===== config.mk =====
export PLATFORM = sky130hd
export DESIGN_NAME = lock_chamber_ctrl_flat
export DESIGN_NICKNAME = d
export VERILOG_FILES = /design/src/rtl/lock_chamber_ctrl_if.sv /design/src/rtl/lock_chamber_ctrl.sv /design/src/flat_wrapper.sv
export SDC_FILE = /design/constraint.sdc
export NUM_CORES = 1
export LEC_CHECK = 0
export CORE_MARGIN = 10
export CORE_UTILIZATION = 40
export CTS_CLUSTER_DIAMETER = 100
export DETAILED_ROUTE_END_ITERATION = 10
export GPL_TIMING_DRIVEN = 0
export PLACE_DENSITY = 0.62
export SETUP_SLACK_MARGIN = 0.5
export SKIP_LAST_GASP = 1
export SYNTH_ARGS = -nofsm -noshare
export SYNTH_HDL_FRONTEND = slang
export SYNTH_SLANG_ARGS = --single-unit

===== constraint.sdc =====
create_clock -name clk -period 1.86 [get_ports clk]
set_clock_uncertainty 0.2 [all_clocks]
set_input_delay 0.465 -clock clk [delete_from_list [all_inputs] [get_ports clk]]
set_output_delay 0.465 -clock clk [all_outputs]
set_load 0.005 [all_outputs]

===== src/rtl/lock_chamber_ctrl_if.sv =====
// Canal-lock chamber controller bus: boat requests, chamber sensors, emergency hold,
// and the gate/valve/level commands plus grant/done pulses returned by the controller.
// master = traffic/sensor side (drives requests and sensors), slave = the controller.
interface lock_chamber_ctrl_if;
  // requests and sensors (toward the controller)
  logic req_up;
  logic req_dn;
  logic boat_in;
  logic boat_out;
  logic estop;
  // commands and status (from the controller)
  logic gate_up_open;
  logic gate_dn_open;
  logic fill;
  logic drain;
  logic lvl_hi;
  logic grant_up;
  logic grant_dn;
  logic busy;
  logic done;

  modport master (
    output req_up, req_dn, boat_in, boat_out, estop,
    input  gate_up_open, gate_dn_open, fill, drain, lvl_hi,
    input  grant_up, grant_dn, busy, done
  );

  modport slave (
    input  req_up, req_dn, boat_in, boat_out, estop,
    output gate_up_open, gate_dn_open, fill, drain, lvl_hi,
    output grant_up, grant_dn, busy, done
  );
endinterface


===== src/rtl/lock_chamber_ctrl.sv =====
// Purpose: sequences one boat at a time through a canal-lock chamber (arbitrate,
//          level adjust, open entry gate, close, level adjust, open exit gate, close).
// Latency: grant one cycle after a request is seen in IDLE; adjust phases last
//          FILL_CYCLES/DRAIN_CYCLES cycles, close phases GATE_CYCLES cycles.
// Backpressure: requests are level-held and only evaluated in IDLE; estop freezes
//          state and timer and drops the valves.
// Ports: clk, reset (async active-low); bus (slave modport) carries req_up/req_dn,
//        boat_in/boat_out, estop in and gate_up_open/gate_dn_open, fill, drain,
//        lvl_hi, grant_up/grant_dn, busy, done out.
module lock_chamber_ctrl #(
  parameter int unsigned FILL_CYCLES  = 4,
  parameter int unsigned DRAIN_CYCLES = 4,
  parameter int unsigned GATE_CYCLES  = 2,
  parameter int unsigned CW           = 8
) (
  input  logic               clk,
  input  logic               reset,
  lock_chamber_ctrl_if.slave bus
);

  typedef enum logic [2:0] {
    S_IDLE      = 3'd0,
    S_ADJ_IN    = 3'd1,
    S_OPEN_IN   = 3'd2,
    S_CLOSE_IN  = 3'd3,
    S_ADJ_OUT   = 3'd4,
    S_OPEN_OUT  = 3'd5,
    S_CLOSE_OUT = 3'd6
  } state_t;

  // Timer load values: a phase of N cycles counts N-1 down to 0.
  localparam logic [CW-1:0] FILL_LD  = CW'(FILL_CYCLES - 1);
  localparam logic [CW-1:0] DRAIN_LD = CW'(DRAIN_CYCLES - 1);
  localparam logic [CW-1:0] GATE_LD  = CW'(GATE_CYCLES - 1);

  state_t        r_state;
  logic [CW-1:0] r_timer;
  logic          r_dir;       // 1 = boat enters from upstream
  logic          r_lvl_hi;
  logic          r_hold;      // estop as seen at the last edge; masks the valves
  logic          r_grant_up;
  logic          r_grant_dn;
  logic          r_done;

  logic          w_win_vld;
  logic          w_win_up;
  logic          w_adj;
  logic [CW-1:0] w_adj_ld;

  // Both sides waiting: the side already at the chamber level goes first, so the
  // next transfer (which flips the level) favours the other side.
  assign w_win_vld = bus.req_up | bus.req_dn;
  assign w_win_up  = bus.req_up & (~bus.req_dn | r_lvl_hi);

  // Every adjust phase moves the water away from the current level.
  assign w_adj_ld  = r_lvl_hi ? DRAIN_LD : FILL_LD;

  always_ff @(posedge clk or negedge reset) begin
    if (!reset) begin
      r_state    <= S_IDLE;
      r_timer    <= '0;
      r_dir      <= 1'b0;
      r_lvl_hi   <= 1'b0;
      r_hold     <= 1'b0;
      r_grant_up <= 1'b0;
      r_grant_dn <= 1'b0;
      r_done     <= 1'b0;
    end else begin
      r_grant_up <= 1'b0;
      r_grant_dn <= 1'b0;
      r_done     <= 1'b0;
      r_hold     <= bus.estop;
      if (!bus.estop) begin
        case (r_state)
          S_IDLE: begin
            if (w_win_vld) begin
              r_dir      <= w_win_up;
              r_grant_up <= w_win_up;
              r_grant_dn <= ~w_win_up;
              if (w_win_up != r_lvl_hi) begin
                r_state <= S_ADJ_IN;
                r_timer <= w_adj_ld;
              end else begin
                r_state <= S_OPEN_IN;
              end
            end
          end
          S_ADJ_IN: begin
            if (r_timer == '0) begin
              r_lvl_hi <= ~r_lvl_hi;
              r_state  <= S_OPEN_IN;
            end else begin
              r_timer <= r_timer - 1'b1;
            end
          end
          S_OPEN_IN: begin
            if (bus.boat_in) begin
              r_state <= S_CLOSE_IN;
              r_timer <= GATE_LD;
            end
          end
          S_CLOSE_IN: begin
            if (r_timer == '0) begin
              r_state <= S_ADJ_OUT;
              r_timer <= w_adj_ld;
            end else begin
              r_timer <= r_timer - 1'b1;
            end
          end
          S_ADJ_OUT: begin
            if (r_timer == '0) begin
              r_lvl_hi <= ~r_lvl_hi;
              r_state  <= S_OPEN_OUT;
            end else begin
              r_timer <= r_timer - 1'b1;
            end
          end
          S_OPEN_OUT: begin
            if (bus.boat_out) begin
              r_state <= S_CLOSE_OUT;
              r_timer <= GATE_LD;
            end
          end
          S_CLOSE_OUT: begin
            if (r_timer == '0) begin
              r_state <= S_IDLE;
              r_done  <= 1'b1;
            end else begin
              r_timer <= r_timer - 1'b1;
            end
          end
          default: r_state <= S_IDLE;
        endcase
      end
    end
  end

  // Moore decode from registers only. Gates are open only in the OPEN phases and
  // valves only in the ADJ phases, so gate/valve exclusion holds by construction.
  assign w_adj = (r_state == S_ADJ_IN) | (r_state == S_ADJ_OUT);

  assign bus.fill         = w_adj & ~r_lvl_hi & ~r_hold;
  assign bus.drain        = w_adj &  r_lvl_hi & ~r_hold;
  assign bus.gate_up_open = ((r_state == S_OPEN_IN)  &  r_dir) |
                            ((r_state == S_OPEN_OUT) & ~r_dir);
  assign bus.gate_dn_open = ((r_state == S_OPEN_IN)  & ~r_dir) |
                            ((r_state == S_OPEN_OUT) &  r_dir);
  assign bus.lvl_hi       = r_lvl_hi;
  assign bus.grant_up     = r_grant_up;
  assign bus.grant_dn     = r_grant_dn;
  assign bus.busy         = (r_state != S_IDLE);
  assign bus.done         = r_done;

endmodule


===== src/flat_wrapper.sv =====
// flat-port wrapper written by rule: the top's interface ports become plain ports
module lock_chamber_ctrl_flat 
#(
  parameter int unsigned FILL_CYCLES  = 4,
  parameter int unsigned DRAIN_CYCLES = 4,
  parameter int unsigned GATE_CYCLES  = 2,
  parameter int unsigned CW           = 8
)
  (clk, reset, bus_req_up, bus_req_dn, bus_boat_in, bus_boat_out, bus_estop, bus_gate_up_open, bus_gate_dn_open, bus_fill, bus_drain, bus_lvl_hi, bus_grant_up, bus_grant_dn, bus_busy, bus_done);
  lock_chamber_ctrl_if bus_i ();
  input  logic clk;
  input  logic reset;
  input wire logic [$bits(bus_i.req_up)-1:0] bus_req_up;
  input wire logic [$bits(bus_i.req_dn)-1:0] bus_req_dn;
  input wire logic [$bits(bus_i.boat_in)-1:0] bus_boat_in;
  input wire logic [$bits(bus_i.boat_out)-1:0] bus_boat_out;
  input wire logic [$bits(bus_i.estop)-1:0] bus_estop;
  output wire logic [$bits(bus_i.gate_up_open)-1:0] bus_gate_up_open;
  output wire logic [$bits(bus_i.gate_dn_open)-1:0] bus_gate_dn_open;
  output wire logic [$bits(bus_i.fill)-1:0] bus_fill;
  output wire logic [$bits(bus_i.drain)-1:0] bus_drain;
  output wire logic [$bits(bus_i.lvl_hi)-1:0] bus_lvl_hi;
  output wire logic [$bits(bus_i.grant_up)-1:0] bus_grant_up;
  output wire logic [$bits(bus_i.grant_dn)-1:0] bus_grant_dn;
  output wire logic [$bits(bus_i.busy)-1:0] bus_busy;
  output wire logic [$bits(bus_i.done)-1:0] bus_done;
  assign bus_i.req_up = bus_req_up;
  assign bus_i.req_dn = bus_req_dn;
  assign bus_i.boat_in = bus_boat_in;
  assign bus_i.boat_out = bus_boat_out;
  assign bus_i.estop = bus_estop;
  assign bus_gate_up_open = bus_i.gate_up_open;
  assign bus_gate_dn_open = bus_i.gate_dn_open;
  assign bus_fill = bus_i.fill;
  assign bus_drain = bus_i.drain;
  assign bus_lvl_hi = bus_i.lvl_hi;
  assign bus_grant_up = bus_i.grant_up;
  assign bus_grant_dn = bus_i.grant_dn;
  assign bus_busy = bus_i.busy;
  assign bus_done = bus_i.done;
  lock_chamber_ctrl #(.FILL_CYCLES(FILL_CYCLES), .DRAIN_CYCLES(DRAIN_CYCLES), .GATE_CYCLES(GATE_CYCLES), .CW(CW)) u_core (.clk(clk), .reset(reset), .bus(bus_i));
endmodule

## Yosys cells after proc, flatten, opt, wreduce, memory -nomap -nowiden

Cells that the tools add are included.

| storage, ports and cells | value |
|---|---|
| flip-flop bits (word level) | 17 |
| output and inout port bits | 9 |
| logic and storage cells | 80 |

| cells by class | value |
|---|---|
| add/subtract/negate cells | 1 |
| equal/unequal tests | 16 |
| muxes and demuxes | 25 |
| bitwise gates (word level) | 20 |
| reductions and logical operators | 10 |

Operators with widths:

| cell | number |
|---|---|
| $mux 8 | 6 |
| $pmux 8 s5 | 1 |
| $mux 3 | 7 |
| $pmux 3 s7 | 1 |
| $ne 2x1->1 const B | 6 |
| $and 1x1->1 | 9 |
| $eq 3x3->1 const B | 3 |
| $mux 1 | 9 |
| $logic_not 8->1 | 1 |
| $reduce_and 8->1 | 1 |
| $sub 8x1->8 const B | 1 |
| $reduce_and 7->1 | 1 |
| $eq 3x2->1 const B | 2 |
| $ne 2x2->1 const B | 3 |
| $not 1->1 | 6 |
| $reduce_and 3->1 | 2 |
| $or 1x1->1 | 5 |
| $reduce_bool 5->1 | 1 |
| $eq 3x1->1 const B | 1 |
| $logic_not 3->1 | 1 |
| $reduce_bool 3->1 | 1 |
| $reduce_or 3->1 | 1 |
| $mux 2 | 1 |
| $reduce_or 2->1 | 1 |
| $ne 1x1->1 | 1 |

## Longest topological paths before layout

Gate-level depths: netlist (run 1).

| logic depth | value |
|---|---|
| depth in word-level cells | 7 |
| mapped depth | 8 |
| depth with buffers taken out | 7 |

## Least setup slack after synthesis (run 1)

OpenSTA, ideal clock, no wires.

| path | value |
|---|---|
| kind | register to register |
| start | reg u_core.r_timer[0] |
| end | reg u_core.r_timer[2] |
| setup time | 0.126 ns |
| data arrival time | 1.713 ns |
| data required time | 1.534 ns |
| slack | -0.179 ns |
| cell stages (with the launch flop) | 9 |
| clock period less this slack | 2.039 ns |
| path through | dfrtp_1 > inv_1 > ha_1 > nor4b_4 > a31oi_1 > a32oi_1 > or2_1 > buf_6 > a221o_1 |

| on the way | value |
|---|---|
| longest elaborated chain between the ends | 3 |

Ends and longest elaborated chain:

| element | line | RTL |
|---|---|---|
| start: declaration | lock_chamber_ctrl.sv:37 | `logic [CW-1:0] r_timer;` |
| start signal: assignment | lock_chamber_ctrl.sv:82 | `r_timer <= w_adj_ld;` |
| start signal: assignment | lock_chamber_ctrl.sv:93 | `r_timer <= r_timer - 1'b1;` |
| start signal: assignment | lock_chamber_ctrl.sv:105 | `r_timer <= w_adj_ld;` |
| $sub 8x1->8 or $logic_not 8->1 (tied branches) | n/a |  |
| $mux 8, or another cell as far along | lock_chamber_ctrl.sv:89, lock_chamber_ctrl.sv:111, lock_chamber_ctrl.sv:125 |  |
| $pmux 8 s5 or $reduce_and 7->1 (tied branches) | n/a |  |

Parallel ways exist; a longest one is shown, timed or not. The select of a mux whose other input is x is not followed.
A chain may end at the register's enable or synchronous reset.

## Worst setup path after layout (run 1)

| path | value |
|---|---|
| start | reg u_core.r_state[1] |
| end | reg u_core.r_timer[2] |

| on the way | value |
|---|---|
| longest elaborated chain between the ends | 4 |

Ends and longest elaborated chain:

| element | line | RTL |
|---|---|---|
| start: declaration | lock_chamber_ctrl.sv:36 | `state_t r_state;` |
| start signal: assignment | lock_chamber_ctrl.sv:60 | `r_state <= S_IDLE;` |
| start signal: assignment | lock_chamber_ctrl.sv:81 | `r_state <= S_ADJ_IN;` |
| start signal: assignment | lock_chamber_ctrl.sv:84 | `r_state <= S_OPEN_IN;` |
| $eq 3x3->1 or $eq 3x1->1 (tied branches) | lock_chamber_ctrl.sv:74 | `case (r_state)` |
| $reduce_or 3->1 (no line) | n/a |  |
| $reduce_bool 5->1 (no line) or $ne 2x2->1 (tied branches) | n/a |  |
| $reduce_and 7->1 (no line) | n/a |  |

Parallel ways exist; a longest one is shown, timed or not.

==> results of run 1 <==
## metrics by stage
| stage | power (mW) | utilization (%) |
|---|---|---|
| after floorplan | 1.273 | - |
| after global placement | 1.490 | 52.63 |
| after detailed placement | 1.505 | 52.63 |
| after CTS | 1.975 | 62.15 |
| after global routing | 2.245 | 66.02 |
| final | 2.121 | 66.02 |
## sequential cells by signal, summed over array words and instances (netlist names)
name,count
u_core.bus.grant_dn,1
u_core.bus.done,1
u_core.bus.lvl_hi,1
u_core.bus.grant_up,1
u_core.r_dir,1
u_core.r_timer,8
u_core.r_hold,1
u_core.r_state,3
## metal layers
metal  wire (um)  vias up  track usage (%)
met5           0        -                0
met4          37        0            4.086
met3         193        5            2.449
met2        1767       30            20.88
met1        1287      541            13.75
li1            -      537                -
## area by class of cell
type	count	share of cell area [%]
well taps	30	2.254
repair buffers	36	18.48
inverters	5	1.578
plain buffers	5	3.982
clock buffers	4	1.578
multi-input cells	95	46.28
flip-flops and latches	17	25.85
## kinds of logic after synthesis
logic type | Yosys count | share of synthesized area (%)
AOI/OAI and AO/OA | 34 | 21.27
xor gates and xnor gates | 2 | 1.619
adders and majority gates | 2 | 2.312
buffers and inverters | 10 | 5.665
DFF | 17 | 39.31
muxes | 1 | 0.9249
and+or+nand+nor | 56 | 28.90
## worst paths after layout
path	start	slack (ns)	endpoint
setup reg to reg	u_core.r_state[1]	-0.24	u_core.r_timer[2]
setup / recovery	u_core.r_state[1]	-0.24	u_core.r_timer[2]
hold reg to reg	u_core.r_timer[0]	0.37	u_core.r_timer[0]
max in group asynchronous	reset	0.77	u_core.r_state[2]
min in group clk	bus_req_dn	0.31	u_core.bus.grant_up
hold / removal	reset	0.15	u_core.r_timer[5]
## power by group through the flow
stage | logic [mW] | clock network, mW | registers (mW)
finish | 1.27 | 0.210 | 0.642
global route | 1.36 | 0.224 | 0.658
CTS | 1.14 | 0.211 | 0.623
detailed placement | 0.872 | 0 | 0.633
global placement | 0.863 | 0 | 0.627
floorplan | 0.667 | 0 | 0.605
## what timing repair did
action | 4_1_cts | 5_1_grt
pin swaps | 16 | 12
cloned | 0 | 0
endpoints found under the setup margin | 42 | 25
buffers inserted | 19 | 2
endpoints found under the hold margin | 0 | 0
gates resized for setup | 61 | 20
## cell usage after synthesis (all sizes together) (3+ instances only)
cell type,instances
o21ai,9
or3,3
nor2,10
dfrtp,17
nand2,12
and3,5
nor2b,3
buf,3
nor4,5
a211o,4
inv,4
a21oi,5
nor3,8
## critical path, cell delays in order, from the launching register on
cell and delay (ns):
dfrtp_2 0.44, buf_6 0.14, inv_8 0.08, o21ai_1 0.07, a221o_1 0.36, or2_1 0.25
buf_6 0.14, a221o_1 0.31
==> results.md, run 1 <==
Timing:
- The final clock period utilization by the worst path is 112.9%.
- For the pin with the worst max-slew slack, the measured transition is 0.7944 ns.
- Setup repair after global routing could not meet its margin everywhere.
- The max-slew violation total from the final report is 0.
- Hold is met by 0.1507 ns.
- The worst max-slew margin expressed relative to the limit is 47.04%.
- The final critical path time including I/O delays and setup is 2.100 ns.
- For the final routed database, the setup TNS stands at -2.160 ns.
- The maximum clock rate is 476.1 MHz.
- The total of endpoints with negative setup slack in the final report is 14.
- After layout, the worst setup slack is -0.2404 ns.
- The number of endpoints with negative hold slack in the final report is 0.

Run status:
- The checks that failed: negative setup slack.
- The flow ran to the end, but the final reports show violations.

Layout:
- The area used by multi-input combinational logic is 770.7 um^2.
- Of the cells placed in the final design, the portion with a size suffix greater than 1 is 43.21%.
- Relative to the synthesized area, the layout overhead comes to 53.87%.
- The final non-filler cell total is 192.
- The most common cell after layout, fill and taps aside is buf_4.
- The finished cells cover 0.001665 mm^2.
- The sequential cell area is 430.4 um^2.
- The layout has 212 filler cells.
- The top cell types in the final layout, fill and taps aside, are buf_4 (14), dfrtp_1 (13), buf_6 (10), nand2_1 (10), nor2_1 (8).
- The total number of nets in the final design is 172.
- The repair_antennas step left the layout with diodes totalling 0.

Route:
- The detailed-route vias per instance is 5.797.
- The detailed router finished its first iteration with 68 violations.
- The total iterations of the first detailed-routing run is 4.
- Once detail routing completed, the nets flagged for antenna violations numbered 0.
- The routed wire length is 3286 um.
- The detailed router placed 1113 vias in this run.
- In the routed design, unresolved DRC markers number 0.
- The post-detailed-route wirelength per cell is 17.11 um.

Synthesis:
- The post-synthesis cell type with the largest combined area is dfrtp_1.
- The predominant post-synthesis flop cell is dfrtp_1.
- After synthesis the netlist holds a flip-flop and latch count of 17.
- After synthesis, flip-flops and latches occupy 39.31% of the total area.
- The number of nets handed over by synthesis was 131.
- Counting every instance in the synthesized netlist gives 122.
- The proportion of netlist area held by the largest area contributor is 39.31%.
- The combined area of all synthesized cells is 0.001082 mm^2.
- The Yosys step of the flow raised 0 warnings.
- The post-synthesis async set-or-reset flop share is 100.0%.
- The synthesized design contains 0 enable-type register cells.
- The synthesized area per cell is 8.871 um^2.
- By area the synthesized netlist is led by dfrtp_1 (39%), nand2_1 (4.2%), o21ai_0 (3.7%).
- The number of different library cells used by synthesis comes to 39.

Place:
- The port buffer count is 15.
- The routability congestion estimate from global placement is 0.8329.
- Before CTS, the worst setup slack after placement is -0.8349 ns.
- In this run, placement finished with an instance count of 167.
- The half-perimeter wire length after placement is 1962 um.
- The total placed instance area is 0.001328 mm^2.

Power:
- In this run switching power makes up 43.12% of total power.
- The highest ir drop seen on vdd is 0.8934 mV.
- In this run the static leakage power is 0.6666 nW.
- The total internal power is 1.207 mW.
- The share of power burned in combinational logic is 59.8%.
- The power per standard cell area is 1274 mW/mm^2.
- The reported net switching power is 0.9148 mW.
- Per report_power, the sequential group accounts for 30.3% of the total.
- Of the total power, the clock network draws 9.9%.

Global routing:
- The number of global-route vias before repair is 1045.
- The global-route usage over all layers is 11.83%.
- The number of antenna violations at the first check in global routing was 0.
- The global-route wire length before repair is 5057 um.
- The overall overflow remaining after global route is 0.
- Entering global routing, the biggest net connects 18 pins.

Clock tree:
- Clock tree synthesis inserted a total of 3 buffers.
- The level count of the clock H-tree is 1.
- TritonCTS built the clock tree.
- The maximum number of buffers from clock root to sink is 2.
- The number of buffers added to fix hold violations after cts is 0.
- The cell chosen for the clock root is clkbuf_4.
- The total clock sinks is 17.
- After clock tree synthesis, the clock-pin slew on the worst setup and hold paths is 0.11 ns.
- Clock latency on the worst-skew pair, taken at its later pin, is 0.30 ns.

Floorplan:
- For this configuration, the core starts out at a cell density of 42.91%.
- The number of core rows is 18.
- The floorplan step defined a die boundary enclosing 0.005186 mm^2.
- In this run the count of I/O pins placed on the die edge is 16.
- The die outline width is 72.02 um.
- The die height is 72.02 um.
- The area of the core region is 0.002522 mm^2.

Worst hold path:
- The worst hold path belongs to the class input port to asynchronous set/reset pin.

Setup path:
- Of all nets on the critical path, the largest fanout is 7.
- STA classifies the critical path startpoint as a register.
- For the worst setup path, the data required time is 1.85 ns.
- The worst path arrival time is 2.09 ns.
- For the worst flop-to-flop path, the logic depth is 7.
- The kind of critical path is register to register.
- The worst setup path is captured at a register.

Run:
- Across the run, the number of max-cap violations was 0.
(Power assumes the default switching activity.)
==> run 2, diff against run 1 <==
- PLACE_DENSITY: 0.62 -> 0.6
- clock period: 1.86 -> 2.4 ns (I/O delays scaled with it)
==> run 2 against run 1 <==
Against the previous run: wire length increased by 6.3%; die area unchanged; design area is 5.9% higher; cell count grew 4.7%; global-route usage increased by 0.71 points; the flow now finishes without violations; critical endpoint is now bus_gate_up_open; core utilization increased by 3.9 points; largest power group unchanged; first-iteration DRC count is 24% lower; sequential power shrank 23%; critical path type is now register to output port; highest routed layer unchanged; clock-buffer cell count unchanged; via count increased by 3.0%; largest cell class unchanged.
==> results.md, run 2 (synthesis gave the netlist of run 1 again) <==
Floorplan:
- The die outline width is 72.02 um (unchanged).
- The area of the core region is 0.002522 mm^2 (unchanged).
- The die height was 72.02 um (unchanged).
- The number of core rows came to 18 (unchanged).
- The number of ports placed on the die boundary is 16 (unchanged).
- The starting density of the core is 42.91% (unchanged).
- The die area is 0.005186 mm^2 (unchanged).

Power:
- The static leakage was 0.7555 nW (+13%).
- The highest ir drop seen on vdd is 0.7533 mV (-16%).
- The power per standard cell area was 995.9 mW/mm^2 (-22%).

Global routing:
- The number of antenna violations at the first check in global routing was 0 (unchanged).
- The global-route wire length before repair came to 5340 um (+5.6%).
- The overall overflow remaining after global route is 0 (unchanged).
- The global-route usage over all layers is 12.54% (+0.71 points).
- The largest net degree at the start of global routing is 18 (unchanged).
- The number of global-route vias before repair is 1125 (+7.7%).

Layout:
- In the final layout, the registers with the most flip-flops are u_core.r_timer x8, u_core.r_state x3.
- Leaving out fill and tap cells, the most frequent cell in the layout is buf_4.
- The register with the most flip-flops is u_core.r_timer.
- The library cells used most frequently in the layout, excluding fill and tap cells, are buf_4 (20), dfrtp_1 (16), buf_6 (12).
- The diode insertion count for antenna repair is 0 (unchanged).
- The area growth from synthesis to final layout is 62.89%.
- The fraction of layout cells with a size suffix above 1 is 44.44% (+1.2 points).
- The total number of nets in the final design is 181 (+5.2%).
- The final core area utilization came to 69.89% (+3.9 points).
- The number of flip-flops in the largest register was 8 (unchanged).

Route:
- The detailed-route vias per instance is 5.701 (-1.6%).
- The initial detailed-routing violation count is 52 (-24%).
- The met1 layer wirelength in the final routing was 1409 um (+9.5%).
- The number of design rule violations left after detail routing is 0 (unchanged).
- The post-detailed-route wirelength per cell was 17.38 um (+1.6%).
- The routed wire length was 3494 um (+6.3%).
- The number of nets still failing antenna checks after routing is 0 (unchanged).
- The met2 routed wirelength was 1892 um (+7.1%).
- The total iterations of the first detailed-routing run was 4 (unchanged).
- The routed wire length on met3 is 123 um (-36%).
- The total via count in the routed design is 1146 (+3.0%).
- The highest layer used for signal routing is met4.

Timing:
- The number of endpoints with negative hold slack in the final report came to 0 (unchanged).
- Timing would allow up to 449.4 MHz.
- The total of endpoints with negative setup slack in the final report is 0 (-14).
- The max-slew violation total from the final report is 0 (unchanged).
- The final clock period utilization by the worst path is 92.71%.
- The worst max-slew margin expressed relative to the limit is 46.20% (-0.84 points).
- The least setup slack across all paths after layout is 0.1750 ns (+0.4154 ns).
- The transition time at the pin with the least slew margin is 0.8045 ns (+0.01005 ns).
- Setup repair after global routing could not meet its margin everywhere.
- The final critical path time including I/O delays and setup is 2.225 ns.

Worst hold path:
- The path class of the tightest hold or removal check is register to register.
- The start point of the worst hold path is u_core.r_timer[1].
- The worst hold path was traced through 2 stages.
- The worst-case hold path end point is u_core.r_timer[1].

Setup path:
- The slack of the worst reg-to-reg path is 0.21 ns (+0.45 ns).
- The family of cells with the greatest summed delay on the critical path is flip-flops.
- The startpoint kind of the worst setup timing path is a register.
- Traced cell by cell, the critical path runs through buf_12, inv_8, buf_6, nor3_2, nand2_1, o21ai_1, buf_2.
- The endpoint required time on the critical path is 1.60 ns (-0.25 ns).
- The number of buffer and inverter instances along the worst setup path was 4 (+1).
- The worst setup path is captured at an output port.
- The number of gates on the worst path with buffers counted is 7 (unchanged).
- The cell with the biggest individual delay on the critical path is dfrtp_2.
- The worst path arrival time was 1.43 ns (-0.66 ns).
- The depth of the worst register-to-register path is 8 (+1).
- The largest fanout of any net on the critical path is 3 (-4).
- In this run the critical register-to-register path is launched from u_core.r_state[1].
- The largest stage delay on the critical path is 0.43 ns (about the same).
- The kind of critical path is register to output port.
- The endpoint of the worst register-to-register path is u_core.r_timer[2].

Place:
- The worst slack at placement was -0.4205 ns (+0.4144 ns).
- The routability congestion estimate from global placement is 0.8147 (-2.2%).
- The half-perimeter wire length after placement is 1993 um (+1.6%).
- The port buffer count is 15 (unchanged).

Clock tree:
- The level count of the clock H-tree is 1 (unchanged).
- The maximum number of buffers from clock root to sink is 2 (unchanged).
- The number of buffers added to fix hold violations after cts is 0 (unchanged).
- The post-CTS clock slew at the launch and capture registers of the worst setup and hold paths came to 0.11 ns (about the same).
- TritonCTS built the clock tree.
- The number of buffers added by the clock tree synthesis step is 3 (unchanged).
- The cell chosen for the clock root is clkbuf_4.
- The latest clock arrival within the worst-skew pair is 0.30 ns (about the same).
- The total clock sinks is 17 (unchanged).

Run status:
- The flow ran to the end, and the final reports show no timing, DRC or antenna violations.

Run:
- The number of maximum-capacitance violations is 0 (unchanged).
==> run 2: cell types whose count changed in the layout (fill, tap and decap cells not counted), sizes merged <==
| cell | delta |
|---|---|
| buf | +5 |
| dlygate4sd2 | +3 |
| clkdlybuf4s15 | +1 |
==> run 2: worst reg2reg max path: stages, from the launching register on <==
cell	delay, ns
dfrtp_2	0.46
buf_12	0.14
inv_8	0.05
buf_6	0.10
o21ai_2	0.05
a221o_1	0.38
or2_1	0.26
buf_6	0.14
a221o_1	0.31
==> run 2: routing by layer <==
metal,global-route usage (%),up-vias
li1,-,553
met1,14.49,564
met2,22.65,23
met3,2.041,6
met4,4.301,0
met5,0,-
==> run 2: power by group <==
group / total, mW / switching, mW / internal, mW
Combinational: 1.10 / 0.526 / 0.572
Clock: 0.163 / 0.0978 / 0.0648
Sequential: 0.495 / 0.123 / 0.373
==> run 2: worst max path at each step <==
stage / from / to / slack [ns]
CTS: u_core.r_state[0] / bus_gate_up_open / 0.21
finish: u_core.r_state[1] / bus_gate_up_open / 0.17
global route: u_core.r_state[1] / bus_gate_up_open / 0.10
detailed placement: bus_req_up / u_core.r_timer[2] / -0.42
global placement: bus_req_up / u_core.r_timer[2] / -0.42
floorplan: bus_req_dn / u_core.r_timer[2] / 0.29
==> run 2: per-stage QoR <==
| step | hold WS (ns) | cell area [um^2] | power, mW | instances | TNS [ns] |
|---|---|---|---|---|---|
| 2_1_floorplan | 0.1044 | 1082 | 0.9324 | 122 | 0 |
| 3_3_place_gp | 0.3017 | 1270 | 1.104 | 167 | -2.544 |
| 3_5_place_dp | 0.3082 | 1270 | 1.119 | 167 | -2.509 |
| 4_1_cts | 0.3718 | 1600 | 1.592 | 191 | 0 |
| 5_1_grt | 0.4021 | 1763 | 1.876 | 201 | 0 |
| 6_report | 0.3517 | 1763 | 1.756 | 201 | 0 |
==> run 2: final cells by class <==
cell class,count,area [um^2]
Fill cell,187,759.5
Sequential cell,17,426.7
Multi-Input combinational cell,95,792.0
Timing Repair Buffer,45,390.4
Inverter,5,28.78
Clock buffer,4,26.28
Tap cell,30,37.54
Buffer,5,61.31
==> run 2: timing repair <==
action / 4_1_cts / 5_1_grt
pin swaps: 20 / 12
endpoints found under the setup margin: 20 / 18
resized for setup: 77 / 22
buffers inserted: 20 / 10
==> run 3, diff against run 2 <==
- CORE_UTILIZATION: 40 -> 53
- PLACE_DENSITY: 0.6 -> 0.76
==> run 3 against run 2 <==
Against the previous run: via count increased by 11%; critical path depth shrank 1; non-clock buffer count increased by 4; maximum frequency decreased by 1.2%; first-iteration DRC count up 140%; combinational power grew 7%; clock-buffer cell count down 1; register-to-register slack improved by 0.04 ns; critical path type unchanged; largest power group unchanged; highest routed layer unchanged.
==> results.md, run 3 (synthesis gave the netlist of run 1 again) <==
Clock tree:
- The post-CTS clock slew at the launch and capture registers of the worst setup and hold paths was 0.12 ns (about the same).
- The CTS tree is yes.
- In this run the clock root is driven by a clkbuf_4.
- The maximum number of buffers from clock root to sink is 2 (unchanged).
- The number of buffers added by the clock tree synthesis step is 3 (unchanged).
- The total clock sinks is 17 (unchanged).
- The level count of the clock H-tree is 1 (unchanged).
- The latest clock arrival within the worst-skew pair is 0.31 ns (about the same).

Setup path:
- The slack of the worst reg-to-reg path came to 0.25 ns (+0.04 ns).
- The launch point of the worst reg-to-reg path is u_core.r_state[2].
- The endpoint of the worst register-to-register path is u_core.r_timer[2].
- The worst path arrival time is 1.45 ns (+0.02 ns).
- The kind of critical path is register to output port.
- The largest fanout of any net on the critical path is 4 (+1).
- The depth of the worst register-to-register path was 7 (-1).
- The endpoint required time on the critical path is 1.60 ns (about the same).
- The worst setup path is captured at an output port.
- The worst setup path is launched from a register.

Route:
- The total via count in the routed design came to 1277 (+11%).
- The met1 layer wirelength in the final routing is 1736 um (+23%).
- The routed wire length is 4482 um (+28%).
- After detailed routing, no signal wire sits above met4.
- The initial detailed-routing violation count is 127 (+140%).
- The post-detailed-route wirelength per cell is 22.19 um (+28%).
- The routed wire length on met3 is 417 um (+240%).
- The met2 routed wirelength is 2191 um (+16%).
- The number of design rule violations left after detail routing is 0 (unchanged).
- The detailed-route vias per instance is 6.322 (+11%).
- The total iterations of the first detailed-routing run is 4 (unchanged).
- The number of nets still failing antenna checks after routing is 0 (unchanged).

Worst hold path:
- The worst hold path terminates at u_core.bus.grant_up.
- The class of the worst hold path is input port to register.
- The depth of the worst hold-timing path is 2 (unchanged).
- The startpoint identified for the worst hold timing path is bus_req_dn.

Layout:
- The largest registers in the layout are u_core.r_timer x8, u_core.r_state x3.
- In the layout the commonest cells are buf_4 (25), dfrtp_1 (16), buf_6 (13).
- The fraction of layout cells with a size suffix above 1 was 48.00% (+3.6 points).
- The diode insertion count for antenna repair came to 0 (unchanged).
- The area growth from synthesis to final layout is 65.09%.
- The number of flip-flops in the largest register is 8 (unchanged).
- The final-layout fill cell count is 71 (-62%).
- The total number of nets in the final design came to 185 (+2.2%).
- The library cell used most frequently in the layout, excluding fill and tap cells, is buf_4.
- Ranked by flip-flop count, first place goes to u_core.r_timer.
- The final instance area was 0.001787 mm^2 (+1.3%).

Place:
- The port buffer count was 15 (unchanged).
- The total placed instance area came to 0.001266 mm^2 (-0.30%).
- The routability congestion estimate from global placement is 0.8208 (+0.75%).
- The worst slack at placement came to -0.4138 ns (+0.006720 ns).
- The half-perimeter wire length after placement is 1814 um (-9.0%).

Floorplan:
- The number of ports placed on the die boundary is 16 (unchanged).
- The die outline width was 65.19 um (-9.5%).
- The number of core rows is 16 (-2).
- The area of the core region is 0.001942 mm^2 (-23%).
- The die area came to 0.004250 mm^2 (-18%).
- The die height is 65.19 um (-9.5%).
- The starting density of the core is 55.73% (+13 points).

Timing:
- The number of endpoints with negative hold slack in the final report came to 0 (unchanged).
- The final hold slack is 0.3501 ns (-0.001640 ns).
- The max-slew violation total from the final report is 0 (unchanged).
- The total of endpoints with negative setup slack in the final report is 0 (unchanged).
- The worst max-slew margin expressed relative to the limit is 46.71% (+0.52 points).
- The final clock period utilization by the worst path is 93.88% (+1.2 points).
- The final critical path time including I/O delays and setup is 2.253 ns (+0.02814 ns).
- The least setup slack across all paths after layout is 0.1469 ns (-0.02814 ns).
- Setup repair after global routing could not meet its margin everywhere.
- The maximum clock rate is 443.8 MHz (-1.2%).
- The transition time at the pin with the least slew margin was 0.7968 ns (-0.007708 ns).

Global routing:
- The global-route wire length before repair was 5644 um (+5.7%).
- The largest net degree at the start of global routing is 18 (unchanged).
- The number of global-route vias before repair is 1169 (+3.9%).
- The overall overflow remaining after global route is 0 (unchanged).
- The number of antenna violations at the first check in global routing is 0 (unchanged).
- The global-route usage over all layers is 16.53% (+4.0 points).

Power:
- The power per standard cell area is 1033 mW/mm^2 (+3.7%).
- The static leakage is 0.7706 nW (+2.0%).
- The highest ir drop seen on vdd came to 0.7777 mV (+3.2%).

Run status:
- The flow ran to the end, and the final reports show no timing, DRC or antenna violations.

Run:
- The number of maximum-capacitance violations came to 0 (unchanged).
==> run 3: cell types whose count changed in the layout (fill, tap and decap cells not counted), moves of 2 or more <==
cell / previous run / this run
buf_4: 20 / 25
dlymetal6s2s_1: 0 / 2
nor4_1: 0 / 2
nor4_4: 3 / 0
o21ai_0: 0 / 2
o21ai_1: 5 / 3
==> run 3: critical path: stages (launching register included) <==
cell     delay (ns)
dfrtp_1        0.44
buf_6          0.16
buf_6          0.12
nor3_4         0.16
nand2_1        0.06
o21ai_1        0.08
buf_2          0.13
==> run 3: timing repair <==
| action | 4_1_cts | 5_1_grt |
|---|---|---|
| endpoints found under the setup margin | 20 | 19 |
| buffers inserted | 22 | 12 |
| endpoints found under the hold margin | 0 | 0 |
| pin swaps | 14 | 25 |
| hold buffers | 0 | 0 |
| gates resized for setup | 65 | 38 |
==> run 3: area by class of cell <==
class                   count  area, um^2  share of cell area, %
plain buffers               5       58.81                  3.291
clock buffers               3       22.52                  1.261
clock inverters             1       5.005                 0.2801
inverters                   5       35.03                  1.961
multi-input cells          95       802.0                  44.89
flip-flops and latches     17       426.7                  23.88
well taps                  27       33.78                  1.891
repair buffers             49       402.9                  22.55
==> run 3: metal layers <==
layer	global-route usage (%)	up-vias
li1	-	559
met1	18.73	619
met2	27.93	80
met3	3.729	19
met4	8.824	0
met5	2.500	-
==> run 3: worst max-delay path by stage <==
stage                            from                end  depth (start not counted)  slack [ns]
global placement           bus_req_up  u_core.r_timer[2]                          7       -0.41
floorplan                  bus_req_dn  u_core.r_timer[2]                          6        0.29
global route        u_core.r_state[2]   bus_gate_up_open                          6        0.05
CTS                 u_core.r_state[2]          bus_drain                          4        0.21
finish              u_core.r_state[2]   bus_gate_up_open                          6        0.15
detailed placement         bus_req_up  u_core.r_timer[2]                          7       -0.41
==> run 3: power breakdown <==
group | total, mW | switching (mW) | leakage (nW) | internal (mW)
logic | 1.18 | 0.575 | 0.560 | 0.604
clock network | 0.162 | 0.100 | 0.0177 | 0.0621
registers | 0.504 | 0.132 | 0.193 | 0.372
total | 1.85 | 0.807 | 0.771 | 1.04
==> run 3: stage by stage <==
stage | TNS, ns | util, % | instances | total power [mW]
finish | 0 | 92.01 | 202 | 1.845
global route | 0 | 92.01 | 202 | 1.938
CTS | 0 | 80.80 | 190 | 1.524
detailed placement | -2.471 | 65.21 | 164 | 1.100
global placement | -2.394 | 65.21 | 164 | 1.093
floorplan | 0 | - | 122 | 0.9324
==> RTL edit: new RTL, settings of run 3 <==
Re-encode `state_t` (7 states) as one-hot, 7 bits wide.
--- a/src/rtl/lock_chamber_ctrl.sv
+++ b/src/rtl/lock_chamber_ctrl.sv
@@ -20,10 +20,10 @@
 
-  typedef enum logic [2:0] {
-    S_IDLE      = 3'd0,
-    S_ADJ_IN    = 3'd1,
-    S_OPEN_IN   = 3'd2,
-    S_CLOSE_IN  = 3'd3,
-    S_ADJ_OUT   = 3'd4,
-    S_OPEN_OUT  = 3'd5,
-    S_CLOSE_OUT = 3'd6
+  typedef enum logic [6:0] {
+    S_IDLE      = 7'b0000001,
+    S_ADJ_IN    = 7'b0000010,
+    S_OPEN_IN   = 7'b0000100,
+    S_CLOSE_IN  = 7'b0001000,
+    S_ADJ_OUT   = 7'b0010000,
+    S_OPEN_OUT  = 7'b0100000,
+    S_CLOSE_OUT = 7'b1000000
   } state_t;
Behaviour: same outputs for any inputs over 10 cycles, from zero or initial values and one cycle with reset low; not proved beyond that.
==> RTL edit against run 3 <==
The run now ends with negative setup slack left. Final area grew 2.7%. Wire length fell by 16%. Register-to-register slack got worse by 0.73 ns. Total power grew 22%. Count of clock-buffer cells in the layout unchanged. Worst hold slack lost 0.023 ns. Sequential cell count grew 4. Worst setup slack lost 0.68 ns. Synthesized area grew 22%. Critical endpoint is now bus_busy. Largest power group unchanged. Highest routed layer unchanged.
==> RTL edit: results (changes against run 3) <==
* Yosys warnings at 0 (unchanged)
* Failing checks: negative setup slack
* VDD IR max at 0.895 mV (was 0.778 mV)
* Cell family with the largest share of critical-path delay: simple AND/OR/NAND/NOR gates (was flip-flops)
* Gr usage total at 0.147 (was 0.165)
* Crit path from: u_core.r_state[6] (was u_core.r_state[2])
* Synth area leaders: dfrtp_1 (38%), mux2_2 (6.9%), nor2_1 (4.3%), nor4b_1 (3.3%), a21oi_1 (3.0%) (was dfrtp_1 (39%), nand2_1 (4.2%), o21ai_0 (3.7%), nor2_1 (3.5%), a211o_1 (3.2%))
* Comb. pwr at 1.49 mW (was 1.18 mW)
* RR Endpoint: u_core.r_state[2] (was u_core.r_timer[2])
* Vias per cell at 5.94 (was 6.32)
* Worst Hold Slack at 0.327 ns (was 0.350 ns)
* Leak at 0.830 nW (was 0.771 nW)
* Metal-1 WL at 1.69 mm (was 1.74 mm)
* Final WS setup at -0.536 ns (was 0.147 ns)
* Tapcell count at 28 (was 27)
* Register area at 528 sq um (was 427 sq um)
* Worst R2R Path Depth at 8 (was 7)
* Metal3 WL at 259 um (was 417 um)
* Met2 wire len at 1.73 mm (was 2.19 mm)
* Signal buf overhead at 0.200 (was 0.258)
* #FFs+latches synth at 21 (was 17)
* ClkCell Share at 0.0150 (was 0.0154)
* Post-Route WL at 3.77 mm (was 4.48 mm)
* Syn_nets at 151 (was 131)
* Post-synthesis sequential area ratio at 0.401 (was 0.393)
* Worst R2R Setup Slack at -0.48 ns (was 0.25 ns)
* Drt initial violations at 91 (was 127)
* Final setup fails at 23 (was 0)
* Area of the multi-input gates at 855 sq um (was 802 sq um)
* Top Registers: u_core.r_timer: 8 flops, u_core.r_state: 7 flops (was u_core.r_timer: 8 flops, u_core.r_state: 3 flops)
* Status: finished with violations (was finished, final reports clean)
* Final Wtd Congestion at 0.880 (was 0.821)
* Hold path start: u_core.r_timer[3] (was bus_req_dn)
* Pre-CTS setup slack at -0.553 ns (was -0.414 ns)
* Fillers at 152 (was 71)
* Hold WC Path Type: flip-flop to flip-flop (was input port to flip-flop)
* Syn avg cell area at 9.26 sq um (was 8.87 sq um)
* Slowest CP cell: or4_4 (was dfrtp_1)
* Buffers excl. clock at 40 (was 54)
* CP arrival at 2.14 ns (was 1.45 ns)
* P_int at 1.31 mW (was 1.04 mW)
* CP endpoint: bus_busy (was bus_gate_up_open)
* WHS Endpoint: u_core.r_timer[3] (was u_core.bus.grant_up)
* Largest net degree at the start of global routing at 22 (was 18)
* Avg WL per Cell at 18.4 um (was 22.2 um)
* Met3 Use GR at 0.0499 (was 0.0373)
* Rel. slew slack at 0.377 (was 0.467)
* Final core utilization at 0.798 (was 0.920)
* Hold Path Depth at 1 (was 2)
* Share of cells above drive strength 1 at 0.367 (was 0.480)
* Inverter count at 6 (was 5)
* Distinct cells, synth at 44 (was 39)
* Setup TNS at -8.70 ns (was 0 ns)
* Synth top cells by count: dfrtp_1 (20), nor2_1 (15), nand2_1 (10) (was dfrtp_1 (17), nand2_1 (12), nor2_1 (10))
* M2 GR Usage at 0.227 (was 0.279)
* Vias in the first global route at 1,279 (was 1,169)
RTL edit: cell types whose count changed after synthesis, moves of 4 or more:
cell,delta
mux2_2,+8
nor4_1,-4
nor4b_1,+5
a211o_1,-4
and3_1,-4
a31oi_1,+4
nor2_1,+5
o21ai_0,-6
RTL edit: logic make-up after synthesis:
| family | after synthesis | share of synthesized area |
|---|---|---|
| adders and majority gates | 2 | 0.0190 |
| DFF | 21 | 0.401 |
| muxes | 10 | 0.0837 |
| and+or+nand+nor | 60 | 0.256 |
| AOI/OAI and AO/OA | 30 | 0.163 |
| buffers and inverters | 15 | 0.0514 |
| xor gates and xnor gates | 4 | 0.0266 |
RTL edit: what timing repair did:
action | CTS | global route
pin swaps | 10 | 4
setup buffers | 10 | 6
endpoints found under the setup margin | 28 | 24
endpoints found under the hold margin | 0 | 0
gates resized for setup | 50 | 13
hold buffers | 0 | 0
